$ cat src/rtl/spi_read_master.sv
// SPI receive-only master: drives CS/SCLK, shifts SDO in MSB-first, drops
// SKIP_BITS leading bits and presents each payload on a valid/ready port.
// Frames start from a one-cycle start request or an optional auto timer.
module spi_read_master #(
    parameter int unsigned DATA_W      = 16,
    parameter int unsigned SKIP_BITS   = 0,
    parameter int unsigned CLK_DIV     = 4,
    parameter int unsigned GAP_CYC     = 8,
    parameter int unsigned AUTO_PERIOD = 0
) (
    input  logic              clk,
    input  logic              rst,
    input  logic              start,
    input  logic              rx_ready,
    input  logic              SDO,
    output logic              SCLK,
    output logic              CS,
    output logic              busy,
    output logic [DATA_W-1:0] rx_data,
    output logic              rx_valid,
    output logic              overrun
);

    localparam int unsigned NBITS = SKIP_BITS + DATA_W;
    localparam int unsigned BIT_W = $clog2(NBITS + 1);
    localparam int unsigned DIV_W = $clog2(CLK_DIV + 1);
    localparam int unsigned GAP_W = $clog2(GAP_CYC + 1);

    localparam logic [BIT_W-1:0] BIT_LAST = BIT_W'(NBITS - 1);
    localparam logic [DIV_W-1:0] DIV_LAST = DIV_W'(CLK_DIV - 1);
    localparam logic [GAP_W-1:0] GAP_LAST = GAP_W'(GAP_CYC - 1);

    localparam logic [2:0] S_IDLE  = 3'd0;
    localparam logic [2:0] S_SETUP = 3'd1;
    localparam logic [2:0] S_SHIFT = 3'd2;
    localparam logic [2:0] S_HOLD  = 3'd3;
    localparam logic [2:0] S_GAP   = 3'd4;

    logic [2:0]        r_state;
    logic [DIV_W-1:0]  r_div;
    logic [BIT_W-1:0]  r_bit;
    logic [GAP_W-1:0]  r_gap;
    logic [DATA_W-1:0] r_shift;
    logic              r_sclk;
    logic              r_cs;
    logic [DATA_W-1:0] r_rx_data;
    logic              r_rx_valid;
    logic              r_overrun;

    logic              w_auto_tick;
    logic              w_trig;
    logic              w_keep;
    logic [DATA_W:0]   w_shift_ext;

    // One extra bit keeps the shift expression legal when DATA_W is 1.
    assign w_shift_ext = {r_shift, SDO};
    assign w_trig      = start | w_auto_tick;

    generate
        if (AUTO_PERIOD > 0) begin : g_auto
            localparam int unsigned AUTO_W = (AUTO_PERIOD > 1) ? $clog2(AUTO_PERIOD) : 1;
            localparam logic [AUTO_W-1:0] AUTO_LAST = AUTO_W'(AUTO_PERIOD - 1);
            logic [AUTO_W-1:0] r_auto_cnt;

            // Free-running refresh counter; never pauses for frame activity.
            always_ff @(posedge clk or posedge rst) begin
                if (rst) begin
                    r_auto_cnt <= '0;
                end else if (r_auto_cnt == AUTO_LAST) begin
                    r_auto_cnt <= '0;
                end else begin
                    r_auto_cnt <= r_auto_cnt + AUTO_W'(1);
                end
            end

            assign w_auto_tick = (r_auto_cnt == AUTO_LAST);
        end else begin : g_no_auto
            assign w_auto_tick = 1'b0;
        end

        if (SKIP_BITS == 0) begin : g_no_skip
            assign w_keep = 1'b1;
        end else begin : g_skip
            localparam logic [BIT_W-1:0] SKIP_LIM = BIT_W'(SKIP_BITS);
            assign w_keep = (r_bit >= SKIP_LIM);
        end
    endgenerate

    // Frame sequencer: SCLK/CS generation, sampling and output handshake.
    always_ff @(posedge clk or posedge rst) begin
        if (rst) begin
            r_state    <= S_IDLE;
            r_div      <= '0;
            r_bit      <= '0;
            r_gap      <= '0;
            r_shift    <= '0;
            r_sclk     <= 1'b1;
            r_cs       <= 1'b1;
            r_rx_data  <= '0;
            r_rx_valid <= 1'b0;
            r_overrun  <= 1'b0;
        end else begin
            r_overrun <= 1'b0;
            // A load in HOLD below overrides this consume.
            if (r_rx_valid && rx_ready) begin
                r_rx_valid <= 1'b0;
            end

            case (r_state)
                S_IDLE: begin
                    if (w_trig) begin
                        r_state <= S_SETUP;
                        r_cs    <= 1'b0;
                        r_div   <= '0;
                        r_bit   <= '0;
                        r_shift <= '0;
                    end
                end

                S_SETUP: begin
                    if (r_div == DIV_LAST) begin
                        r_div   <= '0;
                        r_sclk  <= 1'b0;
                        r_state <= S_SHIFT;
                    end else begin
                        r_div <= r_div + DIV_W'(1);
                    end
                end

                S_SHIFT: begin
                    if (r_div != DIV_LAST) begin
                        r_div <= r_div + DIV_W'(1);
                    end else begin
                        r_div <= '0;
                        if (!r_sclk) begin
                            // Rising SCLK edge: capture SDO seen during the low half.
                            r_sclk <= 1'b1;
                            if (w_keep) begin
                                r_shift <= w_shift_ext[DATA_W-1:0];
                            end
                        end else if (r_bit == BIT_LAST) begin
                            r_state <= S_HOLD;
                        end else begin
                            r_bit  <= r_bit + BIT_W'(1);
                            r_sclk <= 1'b0;
                        end
                    end
                end

                S_HOLD: begin
                    if (r_div == DIV_LAST) begin
                        r_div      <= '0;
                        r_cs       <= 1'b1;
                        r_rx_data  <= r_shift;
                        r_rx_valid <= 1'b1;
                        r_overrun  <= r_rx_valid && !rx_ready;
                        r_gap      <= '0;
                        r_state    <= S_GAP;
                    end else begin
                        r_div <= r_div + DIV_W'(1);
                    end
                end

                S_GAP: begin
                    if (r_gap == GAP_LAST) begin
                        r_state <= S_IDLE;
                    end else begin
                        r_gap <= r_gap + GAP_W'(1);
                    end
                end

                default: begin
                    r_state <= S_IDLE;
                    r_cs    <= 1'b1;
                    r_sclk  <= 1'b1;
                end
            endcase
        end
    end

    assign SCLK     = r_sclk;
    assign CS       = r_cs;
    assign busy     = (r_state != S_IDLE);
    assign rx_data  = r_rx_data;
    assign rx_valid = r_rx_valid;
    assign overrun  = r_overrun;

endmodule

$ cat config.mk
export PLATFORM = sky130hd
export DESIGN_NAME = spi_read_master
export DESIGN_NICKNAME = d
export VERILOG_FILES = /design/src/rtl/spi_read_master.sv
export SDC_FILE = /design/constraint.sdc
export NUM_CORES = 1
export LEC_CHECK = 0
export ABC_CLOCK_PERIOD_IN_PS = 2130
export CAP_MARGIN = 20
export CORE_ASPECT_RATIO = 1.25
export CORE_UTILIZATION = 30
export CTS_BUF_LIST = sky130_fd_sc_hd__clkbuf_16
export CTS_CLUSTER_SIZE = 25
export DETAILED_ROUTE_END_ITERATION = 10
export SYNTH_ARGS = -nofsm -noshare
export SYNTH_HDL_FRONTEND = slang
export SYNTH_SLANG_ARGS = --single-unit
export TNS_END_PERCENT = 5
$ cat constraint.sdc
create_clock -name clk -period 2.13 [get_ports clk]
set_input_delay 0.426 -clock clk [delete_from_list [all_inputs] [get_ports clk]]
set_output_delay 0.426 -clock clk [all_outputs]
set_load 0.05 [all_outputs]
==> impl_metrics.py <==
metrics = {
    "yosys": {
        "synth_top_family_by_area": "simple AND/OR/NAND/NOR gates",
        "synth_cell_type_count": 41,
        "synth_fa_ha_area_frac": 0.0225,
        "synthSimpleGateAreaFrac": 0.216,
        "synth_area_sq_mm": 0.00222,
        "synth_edf_count": 0,
        "synth_xor_area_frac": 0.00394,
        "synth_top_area_share": 0.551,
        "synth_compound_area_frac": 0.137,
        "synth_top_cell_by_area": "dfrtp_1",
        "yosys-top-cells-area": "dfrtp_1 55%, nand2_1 11%, a22o_1 7.5%, dfstp_2 2.4%, ha_1 2.3%",
        "synth-async-reset-ratio": 1.00,
        "syn_area_per_cell_sq_um": 10.4,
        "muxShareOfSynthArea": 0.0180,
        "ys_ff_latch": 51,
        "synth.yosys.warnings": 0,
        "synthCells": 213,
        "synth_ff_type": "dfrtp_1",
        "ys_seq_area_frac": 0.575,
        "syn_nets": 222,
    },
    "detailed_routing": {
        "dr_wl_met3_microns": 123,
        "drc_errors": 0,
        "detail_route.wirelength_microns": 4550,
        "postRouteAntennaNets": 0,
        "wl_per_cell_microns": 13.5,
        "top_layer": "met4",
        "vias": 1630,
        "firstDrtPassIters": 4,
        "drt-met1-wl_microns": 2120,
        "dr_wl_met2_microns": 2240,
        "dr.first_iter.drc_count": 60,
        "post_drt_via_cell_ratio": 4.84,
    },
    "floorplan": {
        "start_util": 0.315,
        "core_area_sq_mm": 0.00706,
        "die_area_sq_mm": 0.00776,
        "die_y_microns": 98.3,
        "rows": 34,
        "io_pins": 26,
        "die_x_microns": 79,
    },
    "clock_network": {
        "cts_buffers": 5,
        "post_cts_resized": 0,
        "clockBufferDepth": 2,
        "cts.htree.levels": 2,
        "cts_sinks": 51,
        "clk_pin_slew_ns": 0.07,
        "clkLatencyLatePin_ns": 0.29,
        "cts_tree": "yes",
        "cts_setup_buffers": 0,
        "cts_hold_buf": 0,
        "root_buffer": "clkbuf_16",
    },
    "global_routing": {
        "grt_pass1_vias": 1714,
        "antenna_found_initial": 0,
        "grt_start_max_net_pins": 32,
        "grt_first_pass_wirelength_microns": 7980,
        "overflow": 0,
        "grt_usage": 0.130,
    },
    "placed_design": {
        "dp_worst_setup_slack_ns": 0.0995,
        "place_area_sq_mm": 0.00264,
        "io_buffers": 25,
        "gp_congestion": 0.740,
        "dp_hpwl_microns": 3160,
    },
    "worst_setup_path": {
        "crit_top_cell": "ha_1",
        "reg2reg_from": "r_bit[0]",
        "critPathArrivalTime_ns": 2.18,
        "crit_fanout": 5,
        "slowest_stage": "dfrtp_1",
        "critical_path.cell_chain": "ha_1 > and3_1 > ha_1 > nor4b_1 > a22oi_1 > a22o_1 > a31o_2",
        "crit_family": "compound AO/OA/AOI/OAI gates",
        "worstPathRequired_ns": 2.31,
        "cp-end-kind": "flip-flop",
        "critPathKind": "flip-flop to flip-flop",
        "crit_start": "r_bit[0]",
        "critPathLaunchType": "flip-flop",
        "reg2reg_slack_ns": 0.13,
        "critPathBufInv": 0,
        "cpPeakStageDelay_ns": 0.42,
    },
    "final_layout": {
        "drive_above_1_share": 0.117,
        "final_nets": 255,
        "final_util": 0.393,
        "design_area_sq_mm": 0.00277,
        "syn2layout_area_growth_pct": 24.8,
        "diodes": 0,
    },
    "hold_path": {
        "holdCritPathClass": "input port to asynchronous set/reset pin",
    },
    "timing": {
        "finClkSkew_ns": 0.00754,
        "period_minus_slack_ns": 2.00,
        "fmax_mhz": 500,
        "finalCritPeriodShare": 0.939,
        "setup_viol": 0,
        "final.setup.tns_ns": 0,
        "finalHoldViolCount": 0,
        "worst_pin_slew_ns": 0.507,
        "max_slew_margin": 0.661,
        "rsz0062_at_grt": "false",
        "layout_setup_ws_ns": 0.130,
        "final_max_slew_viol_count": 0,
    },
    "pwr": {
        "p_per_area_mw_per_mm2": 1110,
        "leakage_nw": 1.35,
        "ir_drop_mv": 0.647,
        "p_total_mw": 3.08,
    },
    "run_status": {
        "status": "finished clean",
    },
    "flow_run": {
        "cap_violations": 0,
    },
}
## cells in the mapped netlist, drive strengths merged (4+ instances only)
| cell | n |
|---|---|
| mux2i | 4 |
| ha | 4 |
| a22o | 19 |
| dfrtp | 49 |
| clkbuf | 7 |
| nand2 | 64 |
| inv | 4 |
| nor2 | 8 |
| buf | 4 |
| o211ai | 4 |
## metal layers
metal	global-route usage	up-vias
met5	0	-
met4	0.0420	0
met3	0.0262	5
met2	0.215	19
met1	0.170	797
li1	-	809
## state kept, by name, indices dropped and copies added, names as in the netlist
name and count:
CS 1, r_div 3, rx_data 16, r_state 3
r_shift 16, SCLK 1, r_gap 4, overrun 1
r_bit 5, rx_valid 1
## cell type report
class | count | area, sq um
clock buffers | 5 | 125
clock inverters | 3 | 12.5
fillers | 719 | 4290
inverters | 4 | 15.0
multi-input cells | 147 | 885
flip-flops and latches | 51 | 1280
well taps | 90 | 113
repair buffers | 37 | 345
## kinds of logic (layout without fill, tap and decap cells)
logic type / Yosys count / count (layout)
adder cells (fa/ha/maj): 4 / 4
AND/OR/NAND/NOR: 100 / 100
multiplexers: 4 / 4
buffers and inverters: 15 / 49
AO/OA/AOI/OAI: 38 / 38
XOR/XNOR: 1 / 1
flip-flops: 51 / 51
## cells in the final DEF, fill, tap and decap left out, types with 2 or more instances in the layout
| cell | instances |
|---|---|
| a21oi_1 | 3 |
| a22o_1 | 19 |
| and3_1 | 2 |
| buf_4 | 14 |
| clkbuf_16 | 5 |
| clkdlybuf4s50_1 | 22 |
| dfrtp_1 | 49 |
| dfstp_2 | 2 |
| ha_1 | 4 |
| inv_1 | 5 |
| mux2i_1 | 4 |
| nand2_1 | 64 |
| nand2b_1 | 3 |
| nand3_1 | 2 |
| nand4b_1 | 2 |
| nor2_1 | 8 |
| nor2b_1 | 3 |
| nor4b_1 | 3 |
| o211ai_1 | 4 |
| o21a_1 | 2 |
| o21ai_1 | 2 |
| o32a_1 | 2 |
| or3_1 | 2 |
## power by group
group	switching (mW)	internal, mW	leakage (nW)
logic	0.596	0.432	0.593
clock network	0.338	0.425	0.0762
registers	0.167	1.12	0.681
total	1.10	1.98	1.35
## per-stage QoR
stage / instances / hold slack [ns]
2_1_floorplan: 213 / 0.439
3_3_place_gp: 329 / 0.464
3_5_place_dp: 329 / 0.461
4_1_cts: 337 / 0.482
5_1_grt: 337 / 0.505
6_report: 337 / 0.479
## path summary, 6_finish.rpt
kind,endpoint,depth (start not counted)
max reg2reg,r_bit[2],7
min in group clk,rx_data[10],2
min reg2reg,rx_data[10],2
max in group asynchronous,rx_data[15],3
min,r_bit[1],2
max,r_bit[2],7
Power figures use the tool's default switching activity.
